### config.mk
export PLATFORM = sky130hd
export DESIGN_NAME = rtc_time_keeper_flat
export DESIGN_NICKNAME = d
export VERILOG_FILES = /design/src/rtl/rtc_time_keeper_if.sv /design/src/rtl/rtc_time_keeper.sv /design/src/flat_wrapper.sv
export SDC_FILE = /design/constraint.sdc
export NUM_CORES = 1
export LEC_CHECK = 0
export CAP_MARGIN = 20
export CORE_MARGIN = 8
export CORE_UTILIZATION = 50
export CTS_CLUSTER_DIAMETER = 60
export DETAILED_ROUTE_END_ITERATION = 16
export GPL_ROUTABILITY_DRIVEN = 0
export PLACE_DENSITY = 0.91
export RECOVER_POWER = 50
export SYNTH_ARGS = -nofsm -noshare
export SYNTH_HDL_FRONTEND = slang
export SYNTH_SLANG_ARGS = --single-unit
### constraint.sdc
create_clock -name clk -period 2.36 [get_ports clk]
set_input_delay 0.354 -clock clk [delete_from_list [all_inputs] [get_ports clk]]
set_output_delay 0.354 -clock clk [all_outputs]
set_load 0.02 [all_outputs]
### src/rtl/rtc_time_keeper_if.sv
// Signal bundle for rtc_time_keeper: time-set inputs, pause level, time/strobe outputs and alarm.
// The alarm members exist in every build; they only carry meaning when RTC_ALARM_EN is defined.
interface rtc_time_keeper_if;
    logic       load;
    logic [7:0] hour_in;
    logic [7:0] min_in;
    logic [7:0] sec_in;
    logic       pause;
    logic [7:0] hour;
    logic [7:0] min;
    logic [7:0] sec;
    logic       sec_pulse;
    logic       day_wrap;
    logic [7:0] alarm_hour;
    logic [7:0] alarm_min;
    logic       alarm_clr;
    logic       alarm_out;

    modport master (
        output load, hour_in, min_in, sec_in, pause,
        output alarm_hour, alarm_min, alarm_clr,
        input  hour, min, sec, sec_pulse, day_wrap, alarm_out
    );

    modport slave (
        input  load, hour_in, min_in, sec_in, pause,
        input  alarm_hour, alarm_min, alarm_clr,
        output hour, min, sec, sec_pulse, day_wrap, alarm_out
    );
endinterface

### src/rtl/rtc_time_keeper.sv
// Real-time clock core: divides clk to a 1 Hz tick and keeps binary 24 h hour:min:sec.
// Optional alarm comparator is built only when the macro RTC_ALARM_EN is defined.
module rtc_time_keeper #(
    parameter int TICK_DIV = 50_000_000,
    parameter int CNT_W    = 26
) (
    input  logic             clk,
    input  logic             rst_n,
    rtc_time_keeper_if.slave bus
);
    localparam logic [CNT_W-1:0] PRESC_LAST = CNT_W'(TICK_DIV - 1);

    function automatic logic [7:0] clamp_hour(input logic [7:0] v);
        return (v > 8'd23) ? 8'd0 : v;
    endfunction

    function automatic logic [7:0] clamp_min_sec(input logic [7:0] v);
        return (v > 8'd59) ? 8'd0 : v;
    endfunction

    logic [CNT_W-1:0] r_presc;
    logic [7:0]       r_hour;
    logic [7:0]       r_min;
    logic [7:0]       r_sec;
    logic             r_sec_pulse;
    logic             r_day_wrap;

    logic             w_tick;
    logic             w_adv;
    logic             w_sec_wrap;
    logic             w_min_wrap;
    logic             w_at_eod;
    logic [7:0]       w_hour_nx;
    logic [7:0]       w_min_nx;
    logic [7:0]       w_sec_nx;

    // A tick coinciding with a load is dropped; w_adv is the tick that really advances time.
    assign w_tick     = (r_presc == PRESC_LAST) && !bus.pause;
    assign w_adv      = w_tick && !bus.load;
    assign w_sec_wrap = (r_sec == 8'd59);
    assign w_min_wrap = w_sec_wrap && (r_min == 8'd59);
    assign w_at_eod   = w_min_wrap && (r_hour == 8'd23);

    always_comb begin
        w_sec_nx  = r_sec + 8'd1;
        w_min_nx  = r_min;
        w_hour_nx = r_hour;
        if (w_sec_wrap) begin
            w_sec_nx = 8'd0;
            w_min_nx = r_min + 8'd1;
            if (w_min_wrap) begin
                w_min_nx  = 8'd0;
                w_hour_nx = (r_hour == 8'd23) ? 8'd0 : r_hour + 8'd1;
            end
        end
    end

    // Load restarts the prescaler so a full second follows every newly set time.
    always_ff @(posedge clk or negedge rst_n) begin
        if (!rst_n) begin
            r_presc <= '0;
        end else if (bus.load || w_tick) begin
            r_presc <= '0;
        end else if (!bus.pause) begin
            r_presc <= r_presc + CNT_W'(1);
        end
    end

    always_ff @(posedge clk or negedge rst_n) begin
        if (!rst_n) begin
            r_hour <= 8'd0;
            r_min  <= 8'd0;
            r_sec  <= 8'd0;
        end else if (bus.load) begin
            r_hour <= clamp_hour(bus.hour_in);
            r_min  <= clamp_min_sec(bus.min_in);
            r_sec  <= clamp_min_sec(bus.sec_in);
        end else if (w_adv) begin
            r_hour <= w_hour_nx;
            r_min  <= w_min_nx;
            r_sec  <= w_sec_nx;
        end
    end

    always_ff @(posedge clk or negedge rst_n) begin
        if (!rst_n) begin
            r_sec_pulse <= 1'b0;
            r_day_wrap  <= 1'b0;
        end else begin
            r_sec_pulse <= w_adv;
            r_day_wrap  <= w_adv && w_at_eod;
        end
    end

    assign bus.hour      = r_hour;
    assign bus.min       = r_min;
    assign bus.sec       = r_sec;
    assign bus.sec_pulse = r_sec_pulse;
    assign bus.day_wrap  = r_day_wrap;

`ifdef RTC_ALARM_EN
    logic       r_alarm;
    logic [5:0] r_ring_cnt;
    logic       w_alarm_ok;
    logic       w_alarm_hit;

    // Only an advancing tick can hit, so loading the alarm time itself never rings.
    assign w_alarm_ok  = (bus.alarm_hour <= 8'd23) && (bus.alarm_min <= 8'd59);
    assign w_alarm_hit = w_adv && w_alarm_ok &&
                         (w_hour_nx == bus.alarm_hour) &&
                         (w_min_nx  == bus.alarm_min)  &&
                         (w_sec_nx  == 8'd0);

    always_ff @(posedge clk or negedge rst_n) begin
        if (!rst_n) begin
            r_alarm    <= 1'b0;
            r_ring_cnt <= 6'd0;
        end else if (bus.alarm_clr) begin
            r_alarm    <= 1'b0;
            r_ring_cnt <= 6'd0;
        end else if (w_alarm_hit) begin
            r_alarm    <= 1'b1;
            r_ring_cnt <= 6'd0;
        end else if (r_alarm && w_adv) begin
            if (r_ring_cnt == 6'd59) begin
                r_alarm    <= 1'b0;
                r_ring_cnt <= 6'd0;
            end else begin
                r_ring_cnt <= r_ring_cnt + 6'd1;
            end
        end
    end

    assign bus.alarm_out = r_alarm;
`else
    logic w_unused_alarm;

    assign w_unused_alarm = ^{bus.alarm_hour, bus.alarm_min, bus.alarm_clr};
    assign bus.alarm_out  = 1'b0;
`endif

endmodule
### src/flat_wrapper.sv
// flat-port wrapper written by rule: the top's interface ports become plain ports
module rtc_time_keeper_flat 
#(
    parameter int TICK_DIV = 50_000_000,
    parameter int CNT_W    = 26
)
  (clk, rst_n, bus_load, bus_hour_in, bus_min_in, bus_sec_in, bus_pause, bus_alarm_hour, bus_alarm_min, bus_alarm_clr, bus_hour, bus_min, bus_sec, bus_sec_pulse, bus_day_wrap, bus_alarm_out);
  rtc_time_keeper_if bus_i ();
  input  logic clk;
  input  logic rst_n;
  input wire logic [$bits(bus_i.load)-1:0] bus_load;
  input wire logic [$bits(bus_i.hour_in)-1:0] bus_hour_in;
  input wire logic [$bits(bus_i.min_in)-1:0] bus_min_in;
  input wire logic [$bits(bus_i.sec_in)-1:0] bus_sec_in;
  input wire logic [$bits(bus_i.pause)-1:0] bus_pause;
  input wire logic [$bits(bus_i.alarm_hour)-1:0] bus_alarm_hour;
  input wire logic [$bits(bus_i.alarm_min)-1:0] bus_alarm_min;
  input wire logic [$bits(bus_i.alarm_clr)-1:0] bus_alarm_clr;
  output wire logic [$bits(bus_i.hour)-1:0] bus_hour;
  output wire logic [$bits(bus_i.min)-1:0] bus_min;
  output wire logic [$bits(bus_i.sec)-1:0] bus_sec;
  output wire logic [$bits(bus_i.sec_pulse)-1:0] bus_sec_pulse;
  output wire logic [$bits(bus_i.day_wrap)-1:0] bus_day_wrap;
  output wire logic [$bits(bus_i.alarm_out)-1:0] bus_alarm_out;
  assign bus_i.load = bus_load;
  assign bus_i.hour_in = bus_hour_in;
  assign bus_i.min_in = bus_min_in;
  assign bus_i.sec_in = bus_sec_in;
  assign bus_i.pause = bus_pause;
  assign bus_i.alarm_hour = bus_alarm_hour;
  assign bus_i.alarm_min = bus_alarm_min;
  assign bus_i.alarm_clr = bus_alarm_clr;
  assign bus_hour = bus_i.hour;
  assign bus_min = bus_i.min;
  assign bus_sec = bus_i.sec;
  assign bus_sec_pulse = bus_i.sec_pulse;
  assign bus_day_wrap = bus_i.day_wrap;
  assign bus_alarm_out = bus_i.alarm_out;
  rtc_time_keeper #(.TICK_DIV(TICK_DIV), .CNT_W(CNT_W)) u_core (.clk(clk), .rst_n(rst_n), .bus(bus_i));
endmodule
==> flow_summary_export.csv <==
group,metric,value,unit
critical_path,cp.depth,7,
synthesis,syn_nets,382,
die,coreArea,5960,um^2
route,ant_nets,0,
power,switching_share,27.6,%
min_path,min_path_type,"in -> async",
synthesis,async_reset_ff_share,100,%
clock_network,cts-root-buf,"clkbuf_8",
synthesis,avgSynthCellArea,9.25,um^2
die,die_w,94.5,um
sta,fmax,457,MHz
critical_path,worstSetupEndpointType,"flop",
sta,period_share,92.7,%
route,viasPerCell,6.39,
power,p_leak,0.00161,uW
route,avgRoutedWirePerCell,18.5,um
power,p_total,2080,uW
power,p_clk_share,32.0,%
sta,relSlewSlack,-18.2,%
global_routing,grt_max_degree,34,
layout,utilization,66.7,%
sta,layout_min_cycle_time,2.19,ns
power,p_switching,573,uW
power,vdd_drop_max,0.369,mV
sta,fin_ws,0.172,ns
die,start_util,51.7,%
critical_path,timing.critical_path.buf_inv,1,
route,first_pass_iters,5,
sta,hold_violations,0,
critical_path,cp-start-kind,"flop",
global_routing,overflow,0,
synthesis,ys_seq_area_share,42.2,%
synthesis,yosysTopAreaCell,"dfrtp_1",
route,vias,3091,
synthesis,ys_seq_elements,52,
synthesis,yosysWarnings,0,
die,die_h,94.5,um
power,pwr-share-comb,19.6,%
clock_network,cts.sinks,52,
layout,diodes,0,
synthesis,synth_area_leaders,"dfrtp_1 (42%), nor2_1 (4.8%), xor2_1 (4.3%), nand2_1 (3.8%), nand3_1 (2.9%)",
global_routing,antenna_found_initial,0,
sta,skew,0.0147,ns
route,first_iter_violations,294,
critical_path,critPathArrivalTime,2.40,ns
layout,num-fill-cells,458,
critical_path,path_max_fanout,8,
power,powerDensity,523,nW/um^2
clock_network,tritoncts,"done",
clock_network,clock_latency,0.31,ns
clock_network,numCtsBuffers,5,
layout,fin_nets,457,
outcome,status,"complete, but fails checks",
critical_path,worst_path_dominant_cell_family,"simple AND/OR/NAND/NOR gates",
synthesis,syn_inst,333,
power,p_int,1500,uW
die,num_rows,28,
global_routing,grt_pass1_vias,3073,
synthesis,yosys.area.top_type_share,42.2,%
synthesis,yosys.cell_types.count,59,
synthesis,netlist_area,3080,um^2
synthesis,synth_most_common_cell,"dfrtp_1",
run,maxCapViolCount,1,
synthesis,synth_edf_count,0,
layout,drive_above_1_share,12.0,%
place,portBuffers,53,
sta,finalSetupViolations,0,
critical_path,cp_slowest_cell,"dfrtp_1",
power,seq_power_share,48.4,%
layout,area_growth,28.9,%
clock_network,clk_pin_slew_worst_paths,0.10,ns
outcome,violations,"max-capacitance violations, max-slew violations",
place,hpwl,6590,um
die,top_level_ports,72,
global_routing,grt_usage,21.0,%
synthesis,synth_commonest_cells,"dfrtp_1 (52), nor2_1 (39), nand2_1 (31)",
sta,tns,0,ns
critical_path,slowest_delay,0.41,ns
sta,rsz0062_at_grt,"no",
critical_path,critPathRequiredTime,2.57,ns
clock_network,clk_path_buf_depth,2,
critical_path,critical_path_class,"reg -> reg",
route,wl,8940,um
critical_path,crit_chain,"ha_1, nand4bb_4, nor4_4, buf_4, or2_1, o21ai_0, mux2_2",
critical_path,r2r.worst_path.cells,7,
place,post-place-ws,0.0526,ns
global_routing,grt_pass1_wl,15200,um
clock_network,htreeDepth,2,
sta,worst_slew_pin_slew,1.77,ns
die,die_area,8930,um^2
sta,slew_violations,34,
synthesis,synth_flop_cell,"dfrtp_1",
route,drc,0,
worst reg2reg max path: cells and delay by family, from the launching register on:
family	cells	cell delay [ns]
AND/OR/NAND/NOR	3	0.77
buffers and inverters	1	0.20
flip-flops	1	0.41
adder cells (fa/ha/maj)	1	0.32
AO/OA/AOI/OAI	1	0.11
multiplexers	1	0.26
registers in the layout, indices dropped and copies added, names as in the netlist:
register and count:
u_core.r_presc 26, u_core.bus.hour 8, u_core.bus.min 8, u_core.bus.sec 8
u_core.bus.day_wrap 1, u_core.bus.sec_pulse 1
final cells by class:
type	instances	area, um^2	share of cell area, %
repair buffers	79	712	17.9
multi-input cells	262	1710	43.0
clock inverters	1	30.0	0.756
well taps	75	93.8	2.36
clock buffers	7	96.3	2.43
inverters	8	30.0	0.756
flip-flops and latches	52	1300	32.8
through the flow:
| step | cell area [um^2] | hold slack (ns) | cells |
|---|---|---|---|
| 2_1_floorplan | 3080 | 0.0584 | 333 |
| 3_3_place_gp | 3850 | 0.449 | 476 |
| 3_5_place_dp | 3850 | 0.455 | 476 |
| 4_1_cts | 3970 | 0.118 | 484 |
| 5_1_grt | 3970 | 0.578 | 484 |
| 6_report | 3970 | 0.504 | 484 |
cells in the final DEF, fill, tap and decap left out, drive strengths merged, types with 7 or more instances in the layout:
master | synthesis | final
nand4 | 14 | 14
xor2 | 15 | 15
or3 | 7 | 7
nor4 | 9 | 9
clkbuf | 6 | 10
nand2 | 31 | 31
dfrtp | 52 | 52
dlygate4sd3 | 0 | 12
clkdlybuf4s50 | 0 | 40
nor3 | 13 | 13
buf | 5 | 24
a21oi | 15 | 15
xnor2 | 8 | 8
nand3 | 18 | 18
inv | 8 | 8
o21ai | 17 | 17
nor2 | 40 | 40
cell families after synthesis:
| group | share of synthesized area (%) |
|---|---|
| and+or+nand+nor | 30.7 |
| AOI/OAI and AO/OA | 15.6 |
| DFF | 42.2 |
| xor gates and xnor gates | 6.54 |
| buffers and inverters | 2.60 |
| adders and majority gates | 1.62 |
| muxes | 0.690 |
| other | 0.122 |
power by group through the flow:
stage / sequential, uW / combinational, uW / clock [uW]
floorplan: 1060 / 147 / 0
global placement: 1010 / 399 / 0
detailed placement: 1020 / 412 / 0
CTS: 1000 / 414 / 674
global route: 1010 / 439 / 712
finish: 1000 / 406 / 665
worst paths after layout:
kind / startpoint / end / slack (ns)
max in group asynchronous: rst_n / u_core.bus.day_wrap$_DFF_PN0_ / 0.56
min in group clk: u_core.r_presc[25]$_DFFE_PN0P_ / u_core.r_presc[25]$_DFFE_PN0P_ / 0.55
setup / recovery: u_core.bus.min[0]$_DFFE_PN0P_ / u_core.bus.min[0]$_DFFE_PN0P_ / 0.17
hold reg to reg: u_core.r_presc[25]$_DFFE_PN0P_ / u_core.r_presc[25]$_DFFE_PN0P_ / 0.55
setup reg to reg: u_core.bus.min[0]$_DFFE_PN0P_ / u_core.bus.min[0]$_DFFE_PN0P_ / 0.17
hold / removal: rst_n / u_core.bus.min[5]$_DFFE_PN0P_ / 0.50
metal layers:
| layer | vias to the layer above | track usage [%] | routed length, um |
|---|---|---|---|
| met4 | 0 | 8.45 | 323 |
| met1 | 1482 | 26.2 | 3500 |
| li1 | 1388 | - | - |
| met5 | - | 0 | 0 |
| met3 | 39 | 4.60 | 715 |
| met2 | 182 | 34.4 | 4410 |
timing repair:
item	CTS	global route
resized for setup	0	1
hold buffers	0	0
hold endpoints to repair	0	0
endpoints found under the setup margin	0	3
buffers inserted	0	0
(Power assumes the default switching activity.)
